## src/rtl/ifetch_pkg.sv

```systemverilog
// ifetch_pkg -- shared definitions for the instruction-fetch front end.
//   NOP_INSN  : word presented on a miss or a misaligned fetch.
//   state_e   : request FSM states (IDLE, REQ, WAIT).
//   entry_t   : one prefetch-buffer entry {valid, word address, data}.
//   next_word : sequential successor of a word address (wraps at 2^30 words).
package ifetch_pkg;

  localparam logic [31:0] NOP_INSN = 32'h0000_0013;

  typedef enum logic [1:0] {
    IDLE = 2'd0,
    REQ  = 2'd1,
    WAIT = 2'd2
  } state_e;

  typedef struct packed {
    logic        valid;
    logic [29:0] addr;
    logic [31:0] data;
  } entry_t;

  // Word address of pc+4; the 30-bit add wraps 0xFFFF_FFFC to 0x0.
  function automatic logic [29:0] next_word(input logic [29:0] word);
    return word + 30'd1;
  endfunction

endpackage

```

## src/rtl/ifetch_buf.sv

```systemverilog
// ifetch_buf -- two-entry fetch buffer with parallel lookup.
//   clk, rst_n     : clock, asynchronous active-low reset (clears all entries)
//   pc_word        : pc[31:2] of the current fetch
//   wr_en          : write a returned word this cycle
//   wr_addr        : word address of the returned word
//   wr_data        : returned word
//   hit            : pc_word is held in a valid entry
//   hit_data       : data of the hitting entry (NOP_INSN when no hit)
//   next_present   : pc_word+1 is held in a valid entry
module ifetch_buf
  import ifetch_pkg::*;
(
  input  logic        clk,
  input  logic        rst_n,
  input  logic [29:0] pc_word,
  input  logic        wr_en,
  input  logic [29:0] wr_addr,
  input  logic [31:0] wr_data,
  output logic        hit,
  output logic [31:0] hit_data,
  output logic        next_present
);

  entry_t      entry_q [2];
  entry_t      entry_d [2];
  logic [1:0]  hit_vec_s;
  logic [1:0]  next_vec_s;
  logic [29:0] next_word_s;
  logic        victim_s;

  // Lookup of pc and pc+4 against both entries.
  always_comb begin
    hit_vec_s   = 2'b00;
    next_vec_s  = 2'b00;
    next_word_s = next_word(pc_word);
    for (int i = 0; i < 2; i++) begin
      hit_vec_s[i]  = entry_q[i].valid && (entry_q[i].addr == pc_word);
      next_vec_s[i] = entry_q[i].valid && (entry_q[i].addr == next_word_s);
    end
  end

  // Hit data mux; no-hit presents the NOP word.
  always_comb begin
    hit          = |hit_vec_s;
    next_present = |next_vec_s;
    if (hit_vec_s[0]) begin
      hit_data = entry_q[0].data;
    end else if (hit_vec_s[1]) begin
      hit_data = entry_q[1].data;
    end else begin
      hit_data = NOP_INSN;
    end
  end

  // Victim is the entry not serving the current pc, so a write never
  // disturbs the word being read this cycle; with no hit, E0 is used.
  always_comb begin
    victim_s   = hit_vec_s[0] ? 1'b1 : 1'b0;
    entry_d[0] = entry_q[0];
    entry_d[1] = entry_q[1];
    if (wr_en) begin
      entry_d[victim_s] = '{valid: 1'b1, addr: wr_addr, data: wr_data};
    end else begin
      entry_d[victim_s] = entry_q[victim_s];
    end
  end

  // Entry storage; only reset invalidates.
  always_ff @(posedge clk or negedge rst_n) begin
    if (!rst_n) begin
      entry_q[0] <= '0;
      entry_q[1] <= '0;
    end else begin
      entry_q[0] <= entry_d[0];
      entry_q[1] <= entry_d[1];
    end
  end

endmodule

```

## src/rtl/ifetch_port.sv

```systemverilog
// ifetch_port -- instruction-fetch front end with a two-entry prefetch buffer.
//   clk, rst_n      : clock, asynchronous active-low reset
//   pc              : fetch address from decode, held while fetch_stall=1
//   instruction     : word for pc (NOP_INSN on miss or fault), combinational
//   fetch_stall     : aligned pc not yet buffered, combinational
//   fetch_fault     : pc[1:0] != 0, combinational
//   mem_req_valid   : registered request valid (one outstanding request)
//   mem_req_addr    : registered word-aligned request address
//   mem_req_ready   : memory accepts on valid & ready
//   mem_resp_valid  : response strobe, honoured only while waiting
//   mem_resp_data   : response word
module ifetch_port
  import ifetch_pkg::*;
(
  input  logic        clk,
  input  logic        rst_n,
  input  logic [31:0] pc,
  output logic [31:0] instruction,
  output logic        fetch_stall,
  output logic        fetch_fault,
  output logic        mem_req_valid,
  output logic [31:0] mem_req_addr,
  input  logic        mem_req_ready,
  input  logic        mem_resp_valid,
  input  logic [31:0] mem_resp_data
);

  state_e      state_q, state_d;
  logic        req_valid_q, req_valid_d;
  logic [31:0] req_addr_q, req_addr_d;

  logic        fault_s;
  logic        hit_s;
  logic        next_present_s;
  logic [31:0] hit_data_s;
  logic        buf_wr_en_s;

  ifetch_buf u_buf (
    .clk          (clk),
    .rst_n        (rst_n),
    .pc_word      (pc[31:2]),
    .wr_en        (buf_wr_en_s),
    .wr_addr      (req_addr_q[31:2]),
    .wr_data      (mem_resp_data),
    .hit          (hit_s),
    .hit_data     (hit_data_s),
    .next_present (next_present_s)
  );

  // Decode-facing outputs; a misaligned pc never stalls and yields NOP.
  always_comb begin
    fault_s     = (pc[1:0] != 2'b00);
    fetch_fault = fault_s;
    fetch_stall = !fault_s && !hit_s;
    if (!fault_s && hit_s) begin
      instruction = hit_data_s;
    end else begin
      instruction = NOP_INSN;
    end
  end

  // Request FSM: demand miss has priority over sequential prefetch; an
  // accepted request always runs to its response even if pc redirects.
  always_comb begin
    state_d     = state_q;
    req_valid_d = req_valid_q;
    req_addr_d  = req_addr_q;
    buf_wr_en_s = 1'b0;
    case (state_q)
      IDLE: begin
        if (!fault_s && !hit_s) begin
          req_addr_d  = {pc[31:2], 2'b00};
          req_valid_d = 1'b1;
          state_d     = REQ;
        end else if (!fault_s && hit_s && !next_present_s) begin
          req_addr_d  = {next_word(pc[31:2]), 2'b00};
          req_valid_d = 1'b1;
          state_d     = REQ;
        end else begin
          state_d = IDLE;
        end
      end
      REQ: begin
        if (mem_req_ready) begin
          req_valid_d = 1'b0;
          state_d     = WAIT;
        end else begin
          state_d = REQ;
        end
      end
      WAIT: begin
        if (mem_resp_valid) begin
          buf_wr_en_s = 1'b1;
          state_d     = IDLE;
        end else begin
          state_d = WAIT;
        end
      end
      default: begin
        req_valid_d = 1'b0;
        state_d     = IDLE;
      end
    endcase
  end

  // FSM state and bus registers.
  always_ff @(posedge clk or negedge rst_n) begin
    if (!rst_n) begin
      state_q     <= IDLE;
      req_valid_q <= 1'b0;
      req_addr_q  <= 32'h0000_0000;
    end else begin
      state_q     <= state_d;
      req_valid_q <= req_valid_d;
      req_addr_q  <= req_addr_d;
    end
  end

  assign mem_req_valid = req_valid_q;
  assign mem_req_addr  = req_addr_q;

endmodule

```

## config.mk

```make
export PLATFORM = sky130hd
export DESIGN_NAME = ifetch_port
export DESIGN_NICKNAME = d
export VERILOG_FILES = /design/src/rtl/ifetch_pkg.sv /design/src/rtl/ifetch_buf.sv /design/src/rtl/ifetch_port.sv
export SDC_FILE = /design/constraint.sdc
export NUM_CORES = 1
export LEC_CHECK = 0
export ABC_AREA = 1
export CORE_MARGIN = 10
export CORE_UTILIZATION = 45
export DETAILED_ROUTE_END_ITERATION = 12
export DONT_BUFFER_PORTS = 1
export PLACE_DENSITY_LB_ADDON = 0.1
export REMOVE_ABC_BUFFERS = 1
export SYNTH_ARGS = -nofsm -noshare
export SYNTH_HDL_FRONTEND = slang
export SYNTH_SLANG_ARGS = --single-unit
```

## constraint.sdc

```tcl
create_clock -name clk -period 11.1 [get_ports clk]
set_input_delay 3.33 -clock clk [delete_from_list [all_inputs] [get_ports clk]]
set_output_delay 3.33 -clock clk [all_outputs]
set_load 0.01 [all_outputs]
```

Yosys cells after proc, flatten, opt, wreduce, memory -nomap -nowiden
Index checks and enable logic that the tools add are counted.
{"block": "totals", "in_bits": 68, "out_inout_bits": 67, "reg_bits": 161, "word_cells": 65}
{"block": "op_classes", "bitwise_logic": 2, "mux": 25, "n_eq_ne": 8, "add_sub_neg": 1, "n_reduce_logical": 18, "order_cmp": 2}
{"cell": "bitwise mux 126 bit", "n": 2}
{"cell": "two-way mux 63 bit", "n": 4}
{"cell": "two-way mux 32 bit", "n": 5}
{"cell": "two-way mux 126 bit", "n": 1}
{"cell": "== test 30 bit", "n": 4}
{"cell": "demux 63 bit (select 1 bit)", "n": 1}
{"cell": "adder 30 x 1 -> 30 bit, second input constant", "n": 1}
{"cell": "logical AND 1 bit", "n": 8}
{"cell": "two-way mux 1 bit", "n": 8}
{"cell": "case mux 2 bit (3 select lines)", "n": 1}
{"cell": "two-way mux 2 bit", "n": 2}
{"cell": "nonzero test 2 bit", "n": 2}
{"cell": "OR reduction 2 bit", "n": 2}
{"cell": "zero test 1 bit", "n": 3}
{"cell": "!= test 3 bit, second input constant", "n": 1}
{"cell": "case mux 1 bit (3 select lines)", "n": 1}
{"cell": "AND reduction 3 bit", "n": 1}
{"cell": "== test 2 x 1 -> 1 bit, second input constant", "n": 1}
{"cell": "== test 2 bit, second input constant", "n": 1}
{"cell": "greater-or-equal comparator 2 bit, second input constant", "n": 1}
{"cell": "zero test 2 bit", "n": 1}
{"cell": "< comparator 2 x 1 -> 1 bit, second input constant", "n": 1}
{"cell": "!= test 2 bit, second input constant", "n": 1}
{"cell": "NOT 1 -> 2 bit", "n": 1}
{"cell": "other kinds (2)", "n": 2}

Longest topological paths before layout
Gate-level depths: netlist of the first run.
{"block": "logic_depth", "depth_word": 10, "mapped_depth": 22, "depth_no_buf": 20}

Hierarchy
Synthesis of the first run repeated with hierarchy kept, for this count alone.
{"block": "unflattened", "hier_cells": 1527, "area_unflattened_um2": 10332.4}
{"module": "ifetch_buf", "area_each_um2": 7877.6, "cells_per_inst": 1146, "seq_area_each_um2": 3153.0, "n_inst": 1}
{"module": "ifetch_port", "area_each_um2": 2454.9, "cells_per_inst": 381, "seq_area_each_um2": 825.8, "n_inst": 1}

Worst setup path before layout of the first run
Ideal clock, no wire load.
{"block": "synth_path", "path_kind": "input-to-output", "start": "input pc[23]", "end": "output instruction[21]", "n_path_buf": 3, "arrival_ns": 5.197, "t_required_ns": 7.770, "path_stages": 14, "path_slack_ns": 2.573, "cell_sequence": "buf_2 xnor2_1 inv_1 nor2_1 nand3_1 nor2_1 nand2_1 nor2_1 nor2_1 nor2_1 inv_1 buf_2 buf_2 a211oi_1"}
{"block": "synth_via", "elab_chain_cells": 5, "word_cells_on_any_way": 9, "cone_classes": "eq/ne: 2; mux: 3; reduce/logical: 4"}
{"item": "from (decl)", "line": "ifetch_port.sv:17", "source": "input logic [31:0] pc,"}
{"item": "== test 30 bit", "line": "ifetch_buf.sv:37", "source": "hit_vec_s[i] = entry_q[i].valid && (entry_q[i].addr == pc_word);"}
{"item": "logical AND 1 bit", "line": "ifetch_buf.sv:37"}
{"item": "two-way mux 32 bit or OR reduction 2 bit (tied branches)", "line": "ifetch_buf.sv:48, ifetch_buf.sv:44"}
{"item": "two-way mux 32 bit or logical AND 1 bit (tied branches)", "line": "ifetch_buf.sv:46, ifetch_port.sv:55"}
{"item": "two-way mux 32 bit *", "line": "ifetch_port.sv:55", "source": "if (!fault_s && hit_s) begin"}
{"item": "to (decl)", "line": "ifetch_port.sv:18", "source": "output logic [31:0] instruction,"}
Every way passes the cells marked *; elsewhere a longest branch is shown, timed or not.

Final worst setup path of the first run
{"block": "layout_path", "start": "input pc[16]", "end": "output instruction[5]"}
The elaborated chain is that of the path after synthesis.

==> flow_metrics.env, run 1 <==
export IMPL_yosys_area_top_type="dfrtp_1"
export IMPL_core_area_mm2=0.02109
export IMPL_critical_path_max_stage_delay_ns=0.60
export IMPL_clk_insertion_delay_late_ns=0.44
export IMPL_cts_path_max_buffers=2
export IMPL_peakVddDrop_mv=0.09435
export IMPL_global_route_usage_total_pct=21.24
export IMPL_worstPathCellList="inv_1, nor2_1, nor2_1, nand4_1, nor2_1, nand2_1, nor2_4, nor2_1, nor2_1, inv_1, a211oi_1"
export IMPL_post_synth_and_or_nand_nor_area_fraction_pct=35.63
export IMPL_port_buffers=0
export IMPL_yosys_area_share_adder_pct=0.1291
export IMPL_actual_transition_at_the_worst_max_transition_pin_ns=1.016
export IMPL_crit_slowest_cell="a211oi_1"
export IMPL_fillers=2137
export IMPL_synth_seq_area_share_pct=41.06
export IMPL_antenna_diode_count=0
export IMPL_synthCells=1423
export IMPL_switching_power_uw=672.0
export IMPL_power_combinational_fraction_pct=21.0
export IMPL_synth_top_cell_area_share_pct=41.06
export IMPL_synth_compound_gate_area_share_pct=9.091
export IMPL_finalClockSkew_ns=0.01114
export IMPL_most_common_layout_cells="nand2_1 (586), dfrtp_1 (159), inv_1 (154)"
export IMPL_floorplan_die_height_um=166.7
export IMPL_reg_to_reg_slack_setup_ns=7.50
export IMPL_drt_total_wl_um=29830
export IMPL_drt_iter0_markers=805
export IMPL_status="completed"
export IMPL_whs_ns=0.4690
export IMPL_pin_count=135
export IMPL_place_gp_congestion=0.9656
export IMPL_gr_total_overflow=0
export IMPL_ys_types=39
export IMPL_top_cells_by_area_in_the_synthesized_netlist="dfrtp_1 (41%), nand2_1 (23%), inv_1 (6.0%)"
export IMPL_cts_resized=0
export IMPL_min_delay_path_class="reg -> reg"
export IMPL_p_leak_uw=0.005293
export IMPL_worst_ep_arrival_time_ns=5.84
export IMPL_swShare_pct=36.38
export IMPL_launch_instance_of_the_worst_register_to_register_path="u_buf.entry_q[116]$_DFFE_PN0N_"
export IMPL_final_nets=1457
export IMPL_fp_dieArea_mm2=0.02780
export IMPL_antenna_nets_post_route=0
export IMPL_finalSetupViolCount=0
export IMPL_routed_via_density=5.264
export IMPL_clock_sinks=159
export IMPL_tritoncts_clock_tree="built"
export IMPL_pwr_share_clk_pct=32.8
export IMPL_worst_setup_path_endpoint="instruction[5]"
export IMPL_grt_pass1_vias=8394
export IMPL_total_power_divided_by_cell_area_mw_per_mm2=177.3
export IMPL_multi_input_comb_area_mm2=0.004851
export IMPL_maximum_number_of_pins_on_one_net_before_global_route_repair=160
export IMPL_post_synth_mux_area_share_pct=1.162
export IMPL_slew_viol_final=0
export IMPL_worst_setup_hold_path_clk_slew_ns=0.07
export IMPL_timing_fmax_mhz=109.0
export IMPL_minimum_clock_period_after_layout_ns=9.174
export IMPL_routed_via_count=8823
export IMPL_post_layout_nonfiller_instances=1676
export IMPL_p_seq_share_pct=46.2
export IMPL_critical_path_fanout_max=29
export IMPL_post_synthesis_cell_area_mm2=0.009689
export IMPL_postSynthRegisterBits=159
export IMPL_rsz_0062_raised_after_global_routing="false"
export IMPL_detail_route_first_pass_iterations=5
export IMPL_synth_top_family_by_area="simple AND/OR/NAND/NOR gates"
export IMPL_grt_pass1_wl_um=47870
export IMPL_setup_fix_bufs_post_cts=0
export IMPL_synth_area_per_cell_um2=6.809
export IMPL_footprint_of_the_flip_flops_and_latches_mm2=0.003979
export IMPL_worst_r2r_path_depth=11
export IMPL_r2r_end="u_buf.entry_q[44]$_DFFE_PN0P_"
export IMPL_final_hold_violation_count=0
export IMPL_synth_xor_xnor_area_share_pct=3.706
export IMPL_yosysWarningCount=0
export IMPL_place_detailed_instances=1644
export IMPL_critical_path_most_common_cell="nor2_1"
export IMPL_final_common_cell="nand2_1"
export IMPL_critical_path_startpoint="pc[16]"
export IMPL_cts_root_buffer="clkbuf_16"
export IMPL_p_int_uw=1175
export IMPL_slew_headroom_pct=32.17
export IMPL_placedInstanceArea_mm2=0.009816
export IMPL_initial_core_util_pct=45.95
export IMPL_syn_to_final_growth_pct=7.528
export IMPL_fraction_of_final_layout_cells_sized_beyond_drive_strength_1_pct=5.710
export IMPL_cp_start_kind="input pin"
export IMPL_cts_hold_repair_buffers=0
export IMPL_min_period_over_period_pct=82.65
export IMPL_worstPathRequired_ns=7.77
export IMPL_cts_buffers_inserted=17
export IMPL_path_class="in -> out"
export IMPL_drv_cap=0
export IMPL_tns_ns=0
export IMPL_routedWlPerCell_um=17.80
export IMPL_floorplan_die_width_um=166.7
export IMPL_row_count=53
export IMPL_worst_setup_path_end_kind="output port"
export IMPL_cts_max_level=4
export IMPL_drcViolationCount=0
export IMPL_dp_hpwl_um=21550
export IMPL_initial_antenna_violation_count=0
export IMPL_stdcell_area_mm2=0.01042
[critical path: cells and delay by family]
family / cells / cell delay (ns)
AO/OA/AOI/OAI: 1 / 0.60
AND/OR/NAND/NOR: 8 / 1.28
buffers and inverters: 2 / 0.61
[cell type report]
class	count	area share, %
sequential	159	38.19
clock buffer	18	4.215
timing repair buffer	6	0.4323
tap	275	3.303
multi-input combinational	1045	46.56
inverter	159	5.728
clock inverter	14	1.573
[per-stage QoR]
| step | power (uW) | util [%] | worst slack [ns] |
|---|---|---|---|
| after floorplan | 1123 | - | 0.4573 |
| after global placement | 1247 | 46.55 | 2.143 |
| after detailed placement | 1253 | 46.55 | 1.940 |
| after CTS | 1859 | 49.41 | 1.927 |
| after global routing | 1959 | 49.41 | 1.663 |
| final | 1847 | 49.41 | 1.926 |
[how the worst min path moves through the flow]
stage / from / to / slack [ns] / depth (start not counted)
6_report: u_buf.entry_q[0]$_DFFE_PN0P_ / u_buf.entry_q[0]$_DFFE_PN0P_ / 0.47 / 2
5_1_grt: u_buf.entry_q[3]$_DFFE_PN0P_ / u_buf.entry_q[3]$_DFFE_PN0P_ / 0.49 / 2
4_1_cts: u_buf.entry_q[0]$_DFFE_PN0P_ / u_buf.entry_q[0]$_DFFE_PN0P_ / 0.47 / 2
3_5_place_dp: u_buf.entry_q[0]$_DFFE_PN0P_ / u_buf.entry_q[0]$_DFFE_PN0P_ / 0.46 / 2
3_3_place_gp: u_buf.entry_q[0]$_DFFE_PN0P_ / u_buf.entry_q[0]$_DFFE_PN0P_ / 0.45 / 2
2_1_floorplan: u_buf.entry_q[0]$_DFFE_PN0P_ / u_buf.entry_q[0]$_DFFE_PN0P_ / 0.44 / 2
[synth_stat cells (all sizes together)]
library cell / instances
a21oi: 2
nand2: 593
mux2: 10
o2111ai: 3
o221ai: 3
xnor2: 19
o2111a: 1
o22ai: 10
clkbuf: 32
nand3b: 5
nand4: 19
a221oi: 1
o21ai: 102
nor3: 4
inv: 159
dfrtp: 159
ha: 1
nand3: 88
or2: 1
buf: 29
o21bai: 1
xor2: 22
nor2: 128
conb: 1
and2: 1
a211oi: 29
[logic make-up after synthesis]
group	after synthesis
other	1
and+or+nand+nor	839
xor gates and xnor gates	41
DFF	159
muxes	10
AOI/OAI and AO/OA	152
buffers and inverters	220
adders and majority gates	1
[state kept, by name, indices dropped and copies added (netlist names)]
register / cells
u_buf.entry_q: 126
mem_req_addr: 30
state_q: 2
mem_req_valid: 1
[layer usage]
| metal | wire length (um) | part of all wire [%] | up-vias | global-route usage, % |
|---|---|---|---|---|
| met5 | 0 | 0 | - | 0 |
| met4 | 630 | 2.1 | 0 | 6.873 |
| met3 | 2649 | 8.9 | 43 | 7.225 |
| met2 | 13670 | 46 | 297 | 33.22 |
| met1 | 12870 | 43 | 4111 | 26.97 |
| li1 | - | - | 4372 | - |
[power by group through the flow]
stage | registers (uW) | logic [uW] | clock network, uW
2_1_floorplan | 822 | 301 | 0
3_3_place_gp | 863 | 384 | 0
3_5_place_dp | 864 | 389 | 0
4_1_cts | 855 | 390 | 613
5_1_grt | 874 | 447 | 639
6_report | 853 | 388 | 606
(Power assumes the default switching activity.)
==> run 2: changes to the inputs <==
- ABC_AREA: 1 -> 0
- clock period: 11.1 -> 8.37 ns (I/O delays scaled with it)
==> run 2 against run 1 <==
  * Die area fell by 4.2%
  * Largest power group unchanged
  * First-iteration DRC count is 48% lower
  * Sequential cell count stayed put
  * Worst hold slack better by 0.035 ns
  * Non-clock buffer count increased by 1
  * Via count down 26%
  * Clock-buffer cell count is 1 higher
  * Clock skew up 0.0037 ns
  * Synthesized area shrank 4.7%
==> flow_metrics.env, run 2 <==
export IMPL_status="completed"
export IMPL_largest_register="u_buf.entry_q"
export IMPL_launch_instance_of_the_worst_register_to_register_path="u_buf.entry_q[107]$_DFFE_PN0N_"
export IMPL_peakVddDrop_mv=0.1312
export IMPL_drt_total_wl_um=27150
export IMPL_timing_fmax_mhz=136.3
export IMPL_cts_max_level=4
export IMPL_synthFlopType="dfrtp_1"
export IMPL_r2r_end="u_buf.entry_q[44]$_DFFE_PN0P_"
export IMPL_worst_ep_arrival_time_ns=4.83
export IMPL_actual_transition_at_the_worst_max_transition_pin_ns=1.076
export IMPL_routedWlPerCell_um=24.39
export IMPL_place_gp_congestion=0.9338
export IMPL_wl_met1_um=11310
export IMPL_ys_async_sr_fraction_pct=100.0
export IMPL_min_delay_start="u_buf.entry_q[62]$_DFFE_PN0P_"
export IMPL_crit_slowest_cell="or2_2"
export IMPL_routed_via_density=5.873
export IMPL_maxUsedRoutingLayer="met4"
export IMPL_worst_setup_hold_path_clk_slew_ns=0.07
export IMPL_worst_setup_path_end_kind="output port"
export IMPL_floorplan_die_height_um=163.2
export IMPL_maximum_number_of_pins_on_one_net_before_global_route_repair=160
export IMPL_setup_fix_bufs_post_cts=0
export IMPL_grt_pass1_wl_um=42280
export IMPL_fraction_of_final_layout_cells_sized_beyond_drive_strength_1_pct=24.79
export IMPL_critical_path_fanout_max=32
export IMPL_sum_of_buffers_and_inverters_on_the_critical_path=0
export IMPL_timing_critical_path_max_delay_family="simple AND/OR/NAND/NOR gates"
export IMPL_finalSetupViolCount=0
export IMPL_reg_to_reg_slack_setup_ns=4.17
export IMPL_postSynthRegisterBits=159
export IMPL_routed_wl_met2_um=13040
export IMPL_top_cells_by_area_in_the_synthesized_netlist="dfrtp_1 (43%), mux2_2 (15%), xor2_1 (6.4%)"
export IMPL_slew_viol_final=0
export IMPL_cts_root_buffer="clkbuf_16"
export IMPL_port_buffers=0
export IMPL_critical_path_max_stage_delay_ns=0.61
export IMPL_number_of_flops_mapped_to_enable_cells_by_yosys=0
export IMPL_drcViolationCount=0
export IMPL_min_period_over_period_pct=87.69
export IMPL_synth_top_cell_area_share_pct=43.11
export IMPL_total_power_divided_by_cell_area_mw_per_mm2=257.5
export IMPL_post_synth_top_count_cell="dfrtp_1"
export IMPL_whs_ns=0.5036
export IMPL_gr_total_overflow=0
export IMPL_worst_r2r_path_depth=8
export IMPL_rsz_0062_raised_after_global_routing="false"
export IMPL_tns_ns=0
export IMPL_grt_pass1_vias=6895
export IMPL_hold_path_depth=1
export IMPL_cts_resized=0
export IMPL_row_count=52
export IMPL_core_area_mm2=0.02023
export IMPL_finalClockSkew_ns=0.01485
export IMPL_cts_buffers_inserted=17
export IMPL_floorplan_die_width_um=163.2
export IMPL_synthCells=865
export IMPL_critical_path_depth=7
export IMPL_minimum_clock_period_after_layout_ns=7.339
export IMPL_cts_path_max_buffers=2
export IMPL_most_common_layout_cells="dfrtp_1 (159), mux2_2 (127), nand2_1 (86)"
export IMPL_cts_hold_repair_buffers=0
export IMPL_path_class="in -> out"
export IMPL_route_met3_wl_um=2257
export IMPL_cp_start_kind="input pin"
export IMPL_yosys_area_top_type="dfrtp_1"
export IMPL_syn_to_final_growth_pct=7.090
export IMPL_ys_types=58
export IMPL_initial_antenna_violation_count=0
export IMPL_final_nets=900
export IMPL_global_route_usage_total_pct=20.52
export IMPL_antenna_diode_count=0
export IMPL_synth_top_cells_by_count="dfrtp_1 (159), mux2_2 (127), nand2_1 (86)"
export IMPL_antenna_nets_post_route=0
export IMPL_clk_insertion_delay_late_ns=0.43
export IMPL_worstPathCellList="xnor2_1, nand4_1, nor4_1, and3_1, a41oi_1, or2_2, a21oi_1"
export IMPL_final_hold_violation_count=0
export IMPL_p_leak_uw=0.004129
export IMPL_min_delay_path_class="reg -> reg"
export IMPL_pin_count=135
export IMPL_detail_route_first_pass_iterations=5
export IMPL_clock_sinks=159
export IMPL_tritoncts_clock_tree="built"
export IMPL_min_to="u_buf.entry_q[62]$_DFFE_PN0P_"
export IMPL_slew_headroom_pct=28.11
export IMPL_postLayoutCoreUtil_pct=48.85
export IMPL_drv_cap=0
export IMPL_final_common_cell="dfrtp_1"
export IMPL_routed_via_count=6537
export IMPL_drt_iter0_markers=416
export IMPL_worstPathRequired_ns=5.86
export IMPL_fp_dieArea_mm2=0.02664
export IMPL_yosysWarningCount=0
export IMPL_initial_core_util_pct=45.62
export IMPL_post_synthesis_cell_area_mm2=0.009230
export IMPL_synth_seq_area_share_pct=43.11
export IMPL_dp_hpwl_um=19830
export IMPL_largest_register_ffs=126
export IMPL_synth_area_per_cell_um2=10.67
==> run 2: changes by cell type after synthesis, moves of 9 or more <==
cell and change:
nor4_1 +15, nand2_1 -501, o21ai_0 -91, mux2_2 +117, nor3_1 +18, nor2_1 -76, nand3_1 -61, a21oi_1 +37
mux2_4 +28, xor2_1 +45, xnor2_1 +40, a211oi_1 -28, inv_1 -147, o22ai_1 -9
==> run 2: per-layer routing <==
metal	vias up	global-route usage, %
met3	34	6.846
li1	2954	-
met4	0	6.393
met1	3326	25.27
met2	223	33.34
met5	-	0
==> run 2: worst max-delay path by stage <==
stage / from / end
finish: pc[15] / instruction[12]
global route: pc[29] / instruction[12]
CTS: pc[15] / instruction[12]
detailed placement: pc[15] / instruction[12]
global placement: pc[21] / instruction[10]
floorplan: pc[30] / u_buf.entry_q[0]$_DFFE_PN0P_
==> run 2: stage by stage <==
| stage | std cells | setup slack [ns] | instance area, um^2 | power (uW) |
|---|---|---|---|---|
| detailed placement | 1082 | 1.085 | 9333 | 1811 |
| global route | 1113 | 0.8081 | 9884 | 2670 |
| finish | 1113 | 1.031 | 9884 | 2545 |
| CTS | 1113 | 1.059 | 9884 | 2568 |
| floorplan | 805 | 0.7085 | 8925 | 1608 |
| global placement | 1082 | 1.118 | 9333 | 1793 |
==> run 2: area by class of cell <==
class	instances	area, um^2
multi-input cells	638	4933
fillers	1876	10350
clock inverters	12	98.84
well taps	270	337.8
flip-flops and latches	159	3979
clock buffers	19	452.9
inverters	8	30.03
repair buffers	7	52.55
==> run 2: cells by family (layout without fill, tap and decap cells) <==
| logic type | after synthesis | in the layout | share of synthesized area [%] |
|---|---|---|---|
| AND/OR/NAND/NOR | 277 | 277 | 15.71 |
| flip-flops | 159 | 159 | 43.11 |
| multiplexers | 158 | 158 | 20.39 |
| XOR/XNOR | 127 | 127 | 12.13 |
| AO/OA/AOI/OAI | 73 | 73 | 4.813 |
| buffers and inverters | 69 | 46 | 3.674 |
| adder cells (fa/ha/maj) | 1 | 1 | 0.1355 |
| other | 1 | 2 | 0.04063 |
==> run 2: where the power goes <==
| group | total, uW | leakage (uW) | switching, uW | internal, uW |
|---|---|---|---|---|
| registers | 1200 | 0.00202 | 222 | 978 |
| logic | 600 | 0.00184 | 275 | 325 |
| clock network | 746 | 0.000273 | 345 | 401 |
